`config.mk`:
```
export PLATFORM = sky130hd
export DESIGN_NAME = press_event_decoder
export DESIGN_NICKNAME = d
export VERILOG_FILES = /design/src/rtl/press_event_decoder_pkg.sv /design/src/rtl/press_event_decoder_event_timer.sv /design/src/rtl/press_event_decoder.sv
export SDC_FILE = /design/constraint.sdc
export NUM_CORES = 1
export LEC_CHECK = 0
export BUFFER_PORTS_ARGS = -buffer_cell sky130_fd_sc_hd__buf_2
export CORE_ASPECT_RATIO = 1.2
export CORE_MARGIN = 4
export CORE_UTILIZATION = 32
export DETAILED_ROUTE_END_ITERATION = 12
export PLACE_DENSITY = 0.48
export SLEW_MARGIN = 25
export SYNTH_ARGS = -nofsm -noshare
export SYNTH_HDL_FRONTEND = slang
export SYNTH_HIERARCHICAL = 1
export SYNTH_SLANG_ARGS = --single-unit
export TNS_END_PERCENT = 1
```
`constraint.sdc`:
```
create_clock -name clk -period 2.6 [get_ports clk]
set_input_delay 0.52 -clock clk [delete_from_list [all_inputs] [get_ports clk]]
set_output_delay 0.52 -clock clk [all_outputs]
set_load 0.05 [all_outputs]
```
`src/rtl/press_event_decoder_pkg.sv`:
```
// Shared state encoding and default sizing for the push-button event decoder.
// Optional auto-repeat is enabled by defining PRESS_EVENT_AUTO_REPEAT_EN.
package press_event_decoder_pkg;

  typedef enum logic [1:0] {
    ARM   = 2'd0,
    IDLE  = 2'd1,
    PRESS = 2'd2,
    HOLD  = 2'd3
  } state_t;

  localparam int DEF_CNT_W      = 8;
  localparam int DEF_LONG_CNT   = 100;
  localparam int DEF_REPEAT_CNT = 25;

  function automatic logic isHeldState(input state_t s);
    return (s == PRESS) || (s == HOLD);
  endfunction

endpackage

```
`src/rtl/press_event_decoder_event_timer.sv`:
```
// Cycle counter with clear/enable and a terminal-count flag at TERM-1.
// Shared by the hold and repeat timers (repeat only with PRESS_EVENT_AUTO_REPEAT_EN).
module press_event_decoder_event_timer #(
  parameter int CNT_W = 8,
  parameter int TERM  = 2
) (
  input  logic clk,
  input  logic rst,
  input  logic clr_i,
  input  logic en_i,
  output logic last_o
);

  localparam logic [CNT_W-1:0] LastVal = CNT_W'(TERM - 1);

  logic [CNT_W-1:0] cnt_q;

  // Clear wins over enable so the owner can restart the count on the wrap cycle.
  always_ff @(posedge clk or posedge rst) begin
    if (rst) begin
      cnt_q <= '0;
    end else if (clr_i) begin
      cnt_q <= '0;
    end else if (en_i) begin
      cnt_q <= cnt_q + 1'b1;
    end
  end

  assign last_o = (cnt_q == LastVal);

endmodule

```
`src/rtl/press_event_decoder.sv`:
```
// Turns a debounced button level into one-cycle short/long/repeat event pulses.
// Auto-repeat is built only when PRESS_EVENT_AUTO_REPEAT_EN is defined.
module press_event_decoder
  import press_event_decoder_pkg::*;
#(
  parameter int CNT_W      = DEF_CNT_W,
  parameter int LONG_CNT   = DEF_LONG_CNT,
  parameter int REPEAT_CNT = DEF_REPEAT_CNT
) (
  input  logic clk,
  input  logic rst,
  input  logic pb_level,
  output logic short_pulse,
  output logic long_pulse,
  output logic repeat_pulse,
  output logic held
);

  state_t state_q, state_d;
  logic   shortPulse_q, shortPulse_d;
  logic   longPulse_q, longPulse_d;
  logic   held_q, held_d;
  logic   holdClr, holdEn, holdLast;

  press_event_decoder_event_timer #(
    .CNT_W (CNT_W),
    .TERM  (LONG_CNT)
  ) u_holdTimer (
    .clk    (clk),
    .rst    (rst),
    .clr_i  (holdClr),
    .en_i   (holdEn),
    .last_o (holdLast)
  );

  // ARM swallows a press already in progress at reset until the button is released.
  always_comb begin
    state_d      = state_q;
    shortPulse_d = 1'b0;
    longPulse_d  = 1'b0;
    holdClr      = 1'b0;
    holdEn       = 1'b0;
    case (state_q)
      ARM: begin
        holdClr = 1'b1;
        if (!pb_level) state_d = IDLE;
      end
      IDLE: begin
        if (pb_level) begin
          state_d = PRESS;
          holdEn  = 1'b1;
        end else begin
          holdClr = 1'b1;
        end
      end
      PRESS: begin
        if (pb_level) begin
          if (holdLast) begin
            state_d     = HOLD;
            longPulse_d = 1'b1;
          end else begin
            holdEn = 1'b1;
          end
        end else begin
          state_d      = IDLE;
          shortPulse_d = 1'b1;
          holdClr      = 1'b1;
        end
      end
      HOLD: begin
        if (!pb_level) begin
          state_d = IDLE;
          holdClr = 1'b1;
        end
      end
      default: begin
        state_d = ARM;
        holdClr = 1'b1;
      end
    endcase
    held_d = isHeldState(state_d);
  end

  always_ff @(posedge clk or posedge rst) begin
    if (rst) begin
      state_q      <= ARM;
      shortPulse_q <= 1'b0;
      longPulse_q  <= 1'b0;
      held_q       <= 1'b0;
    end else begin
      state_q      <= state_d;
      shortPulse_q <= shortPulse_d;
      longPulse_q  <= longPulse_d;
      held_q       <= held_d;
    end
  end

`ifdef PRESS_EVENT_AUTO_REPEAT_EN
  logic repStep, repLast;
  logic repeatPulse_q, repeatPulse_d;

  // The repeat timer runs only while held in HOLD and restarts on every pulse.
  assign repStep       = (state_q == HOLD) && pb_level;
  assign repeatPulse_d = repStep && repLast;

  press_event_decoder_event_timer #(
    .CNT_W (CNT_W),
    .TERM  (REPEAT_CNT)
  ) u_repTimer (
    .clk    (clk),
    .rst    (rst),
    .clr_i  (!repStep || repLast),
    .en_i   (repStep),
    .last_o (repLast)
  );

  always_ff @(posedge clk or posedge rst) begin
    if (rst) begin
      repeatPulse_q <= 1'b0;
    end else begin
      repeatPulse_q <= repeatPulse_d;
    end
  end

  assign repeat_pulse = repeatPulse_q;
`else
  assign repeat_pulse = 1'b0;
`endif

  assign short_pulse = shortPulse_q;
  assign long_pulse  = longPulse_q;
  assign held        = held_q;

endmodule

```
After elaboration in Yosys (flattened, before gate mapping)
Cells that the tools add are included.
{ "word_totals": {"output_inout_bits": 4, "reg_bits": 13} }
{ "op_classes": {"add_sub_neg": 1, "mux": 17, "n_eq_ne": 6, "n_reduce_logical": 5} }
{ "op_table": {"columns": ["cell", "count"], "rows": [
  ["$mux 8", 2],
  ["$add 8x1->8 const B", 1],
  ["$eq 2x2->1 const B", 4],
  ["$eq 8x7->1 const B", 1],
  ["$mux 1", 8],
  ["$mux 2", 4],
  ["$pmux 2 s3", 1],
  ["$pmux 1 s2", 2],
  ["$reduce_or 3->1", 1],
  ["$eq 2x1->1 const B", 1],
  ["$logic_not 2->1", 1],
  ["$reduce_bool 2->1", 1],
  ["$reduce_or 2->1", 1],
  ["$logic_or 1x1->1", 1]
]} }

Longest topological paths before layout
{ "logic_depth": {"ltp_word": 6, "depth_mapped": 10} }

Modules after synthesis
The synthesis kept the hierarchy.
{ "by_module_without_submodules": {"columns": ["module", "instances", "area_each_um2", "cells_per_inst"], "rows": [
  ["press_event_decoder_event_timer", 1, 397.9, 40],
  ["press_event_decoder", 1, 277.8, 31]
]} }

Worst setup path after synthesis
OpenSTA, ideal clock, no wires.
{ "synth_timing": {"kind": "register -> register", "from": "register state_q[1]", "to": "register u_holdTimer.cnt_q[5]", "t_arrival_ns": 2.054, "path_slack_ns": 0.468, "setup_time_ns": 0.078, "stages_incl_launch_ff": 9, "cell_sequence": "dfrtp_1 -> inv_1 -> ha_1 -> nand2_1 -> nor2_1 -> buf_4 -> nand4_2 -> or3_1 -> a21oi_1"} }
{ "synth_via": {"word_cells_on_any_way": 9, "classes_between": "3 x eq/ne; 3 x mux; 3 x reduce/logical"} }
{ "synth_lines": {"columns": ["element", "line_no", "source"], "rows": [
  ["from (decl)", "press_event_decoder.sv:19", "state_t state_q, state_d;"],
  ["from (signal assigned)", "press_event_decoder.sv:91", "state_q <= state_d;"],
  ["$eq 2x2->1 / $eq 2x1->1 (equally long branches)", "press_event_decoder.sv:43", "case (state_q)"],
  ["$pmux 1 s2 (*)", "press_event_decoder.sv:43", null],
  ["via holdEn", "press_event_decoder.sv:23", "logic holdClr, holdEn, holdLast;"],
  ["$reduce_bool 2->1 (no source line) (*)", null, null],
  ["to (signal assigned)", "press_event_decoder_event_timer.sv:25", "cnt_q <= cnt_q + 1'b1;"],
  ["to (decl)", "press_event_decoder_event_timer.sv:16", "logic [CNT_W-1:0] cnt_q;"]
]} }
Mark *: on every way through the listed nets, which the timed path passes. The rest lies on a longest branch.
A chain may end at the register's enable or synchronous reset.

Worst setup path after layout
{ "layout_timing": {"from": "register u_holdTimer.cnt_q[0]", "to": "register u_holdTimer.cnt_q[7]"} }
{ "layout_via": {"elab_chain_len": 5, "word_cells_on_any_way": 8, "classes_between": "1 x add/sub; 1 x eq/ne; 5 x mux; 1 x reduce/logical"} }
{ "layout_lines": {"columns": ["element", "line_no", "source"], "rows": [
  ["$eq 8x7->1", "press_event_decoder_event_timer.sv:29", "assign last_o = (cnt_q == LastVal);"],
  ["via holdLast", "press_event_decoder.sv:23", null],
  ["$mux 1", "press_event_decoder.sv:58", "if (holdLast) begin"],
  ["$mux 1", "press_event_decoder.sv:57", "if (pb_level) begin"],
  ["$pmux 1 s2", "press_event_decoder.sv:43", null],
  ["via holdEn", "press_event_decoder.sv:23", null],
  ["$reduce_bool 2->1 (no source line)", null, null]
]} }
The timed path passes the listed nets, and every way through them passes these cells. The select of a mux whose other input is x is not followed.

==> flow_metrics.tcl <==
set metrics [dict create \
    fin_setup_tns_ns 0 \
    dieArea_um2 2914 \
    cp_top_family "simple AND/OR/NAND/NOR gates" \
    crit_slowest_cell "dfrtp_1" \
    cts_buffer_depth 2 \
    fillers 195 \
    fp.dieW_um 49.95 \
    vdd_drop_max_mv 0.3455 \
    min-delay-path-class "in -> async" \
    path_common_cell "a21oi_1" \
    cts_hold_buffers 0 \
    drt_first_iter_violations 6 \
    maxSlewHeadroom 0.6350 \
    synth_cell_type_count 23 \
    top_level_ports 7 \
    start_util 0.3529 \
    path_clk_slew_ns 0.07 \
    cp-end-kind "flop" \
    final_hold_viol_count 0 \
    worst_pin_slew_ns 0.5401 \
    clock_latency_ns 0.26 \
    rr_worst_depth 9 \
    power_uw 560.9 \
    die-height_um 58.34 \
    cp.arrival_ns 2.39 \
    layout-drive-gt1-share 0.1299 \
    synth_seq_cells 12 \
    cts_setup_buffers 0 \
    rsz0062_at_grt "no" \
    cp.depth 9 \
    final_common_cell "dfrtp_1" \
    postRouteAntennaNets 0 \
    cts_resized 0 \
    synthToLayoutAreaGrowth_pct 9.815 \
    cp.required_ns 2.79 \
    grt-ovfl-total 0 \
    cts-root-buf "clkbuf_4" \
    cp-start-kind "flop" \
    dp.final_hpwl_um 909.7 \
    yosysSeqAreaShare 0.4444 \
    coreArea_um2 1914 \
    setup_viol 0 \
    mostFrequentLayoutCells "12 x dfrtp_1, 8 x a21oi_1, 7 x inv_1" \
    status "complete, no violations" \
    layout_min_cycle_time_ns 2.200 \
    synth_nets 80 \
    cts_htree_levels 1 \
    grt_pass1_wl_um 2166 \
    fmax_ghz 0.4546 \
    finalClockSkew_ns 0.0006985 \
    critPathKind "reg -> reg" \
    vias 487 \
    antenna_found_initial 0 \
    critPathMaxFanout 6 \
    crit_path_cell_trace "ha_1 -> nand2_1 -> nor4bb_1 -> inv_1 -> a21oi_1 -> nor2_1 -> nand4_2 -> or3_1 -> a21oi_1" \
    synth.cell_area_um2 675.6 \
    finalCritPeriodShare 0.8461 \
    slowest_delay_ns 0.43 \
    power.leakage_nw 0.3513 \
    synth.avg_cell_area_um2 9.516 \
    dr.pass1.iters 4 \
    io_buffers 5 \
    cts.sinks 12 \
    synth_flop_cell "dfrtp_1" \
    wl_um 1195 \
    nets 87 \
    syn_inst 71 \
    power_density_nw_per_um2 755.9 \
    antenna-diode-count 0 \
    yosysWarningCount 6 \
    cts_made_buffers 3 \
    grt_max_degree 9 \
    path_buf_inv 1 \
    vias_per_cell 5.073 \
    cts_tree "done" \
    routedWlPerCell_um 12.45 \
    grt_pass1_vias 518 \
    drv_cap 0 \
    synth_edf_count 0 \
    drc_errors 0 \
    gp_congestion 0.7460 \
    finalMaxSlewViolations 0 \
    fp-row-count 17 \
    async_reset_ff_frac 1.000 \
    grt.total_usage 0.1014 \
]
-- metal layers --
metal / global-route usage / wire length [um] / vias up
met3: 0.01519 / 17 / 2
li1: - / - / 254
met5: 0 / 0 / -
met2: 0.1701 / 586 / 3
met4: 0.09486 / 27 / 0
met1: 0.1090 / 564 / 228
-- cell families after synthesis --
kind of cell | after synthesis | share of synthesized area
xor gates and xnor gates | 4 | 0.05186
other | 1 | 0.005550
AOI/OAI and AO/OA | 14 | 0.1167
and+or+nand+nor | 23 | 0.1889
adders and majority gates | 6 | 0.1111
muxes | 1 | 0.01482
buffers and inverters | 10 | 0.06666
DFF | 12 | 0.4444
-- metrics by stage --
stage                     hold WS [ns]  std cells  worst slack (ns)  cell area (um^2)    util
after floorplan                 0.2861         71            0.4679             675.6       -
after global placement          0.4139         92            0.4314             705.7  0.3686
after detailed placement        0.4169         92            0.3982             705.7  0.3686
after CTS                       0.1179         96            0.3928             742.0  0.3876
after global routing            0.1343         96            0.1369             742.0  0.3876
final                           0.1262         96            0.4001             742.0  0.3876
-- worst register-to-register path: cells and delay by family (launching register included) --
family,cells,cell delay [ns]
AOI/OAI and AO/OA,2,0.21
adders and majority gates,1,0.25
buffers and inverters,1,0.08
DFF,1,0.43
and+or+nand+nor,5,1.14
-- where the power goes --
part	internal, mW	total [mW]	switching (mW)	leakage, nW
clock network	0.0850	0.144	0.0594	0.0210
logic	0.0654	0.194	0.129	0.165
registers	0.203	0.222	0.0187	0.166
total	0.354	0.561	0.207	0.351
-- final cells by class --
| type | count | area, um^2 | area share |
|---|---|---|---|
| Clock buffer | 4 | 36.28 | 0.04890 |
| Sequential cell | 12 | 300.3 | 0.4047 |
| Timing Repair Buffer | 5 | 25.02 | 0.03373 |
| Multi-Input combinational cell | 49 | 330.3 | 0.4452 |
| Inverter | 7 | 26.28 | 0.03541 |
| Tap cell | 19 | 23.77 | 0.03204 |
-- Yosys cell counts (all sizes together), types with 3 or more instances --
cell / n / area, um^2
ha: 6 / 75.07
inv: 7 / 26.28
nand2: 5 / 18.77
xor2: 3 / 26.28
nand4: 4 / 31.28
dfrtp: 12 / 300.3
buf: 3 / 18.76
a21oi: 8 / 40.04
o21ai: 4 / 20.02
or3: 3 / 18.77
nor2: 6 / 22.52
-- sequential cells by signal (all words and copies together) (netlist names) --
register / cells
state_q: 2
short_pulse: 1
long_pulse: 1
u_holdTimer/cnt_q: 8
-- final timing paths --
check	from	end	slack [ns]
max in group asynchronous	rst	u_holdTimer/cnt_q[1]$_DFFE_PP0P_	2.15
min	rst	state_q[1]$_DFF_PP0_	0.13
max	u_holdTimer/cnt_q[0]$_DFFE_PP0P_	u_holdTimer/cnt_q[7]$_DFFE_PP0P_	0.40
min reg2reg	u_holdTimer/cnt_q[7]$_DFFE_PP0P_	u_holdTimer/cnt_q[7]$_DFFE_PP0P_	0.56
max reg2reg	u_holdTimer/cnt_q[0]$_DFFE_PP0P_	u_holdTimer/cnt_q[7]$_DFFE_PP0P_	0.40
min in group clk	u_holdTimer/cnt_q[7]$_DFFE_PP0P_	u_holdTimer/cnt_q[7]$_DFFE_PP0P_	0.56
Note: power is estimated with default switching activity, not from simulation.
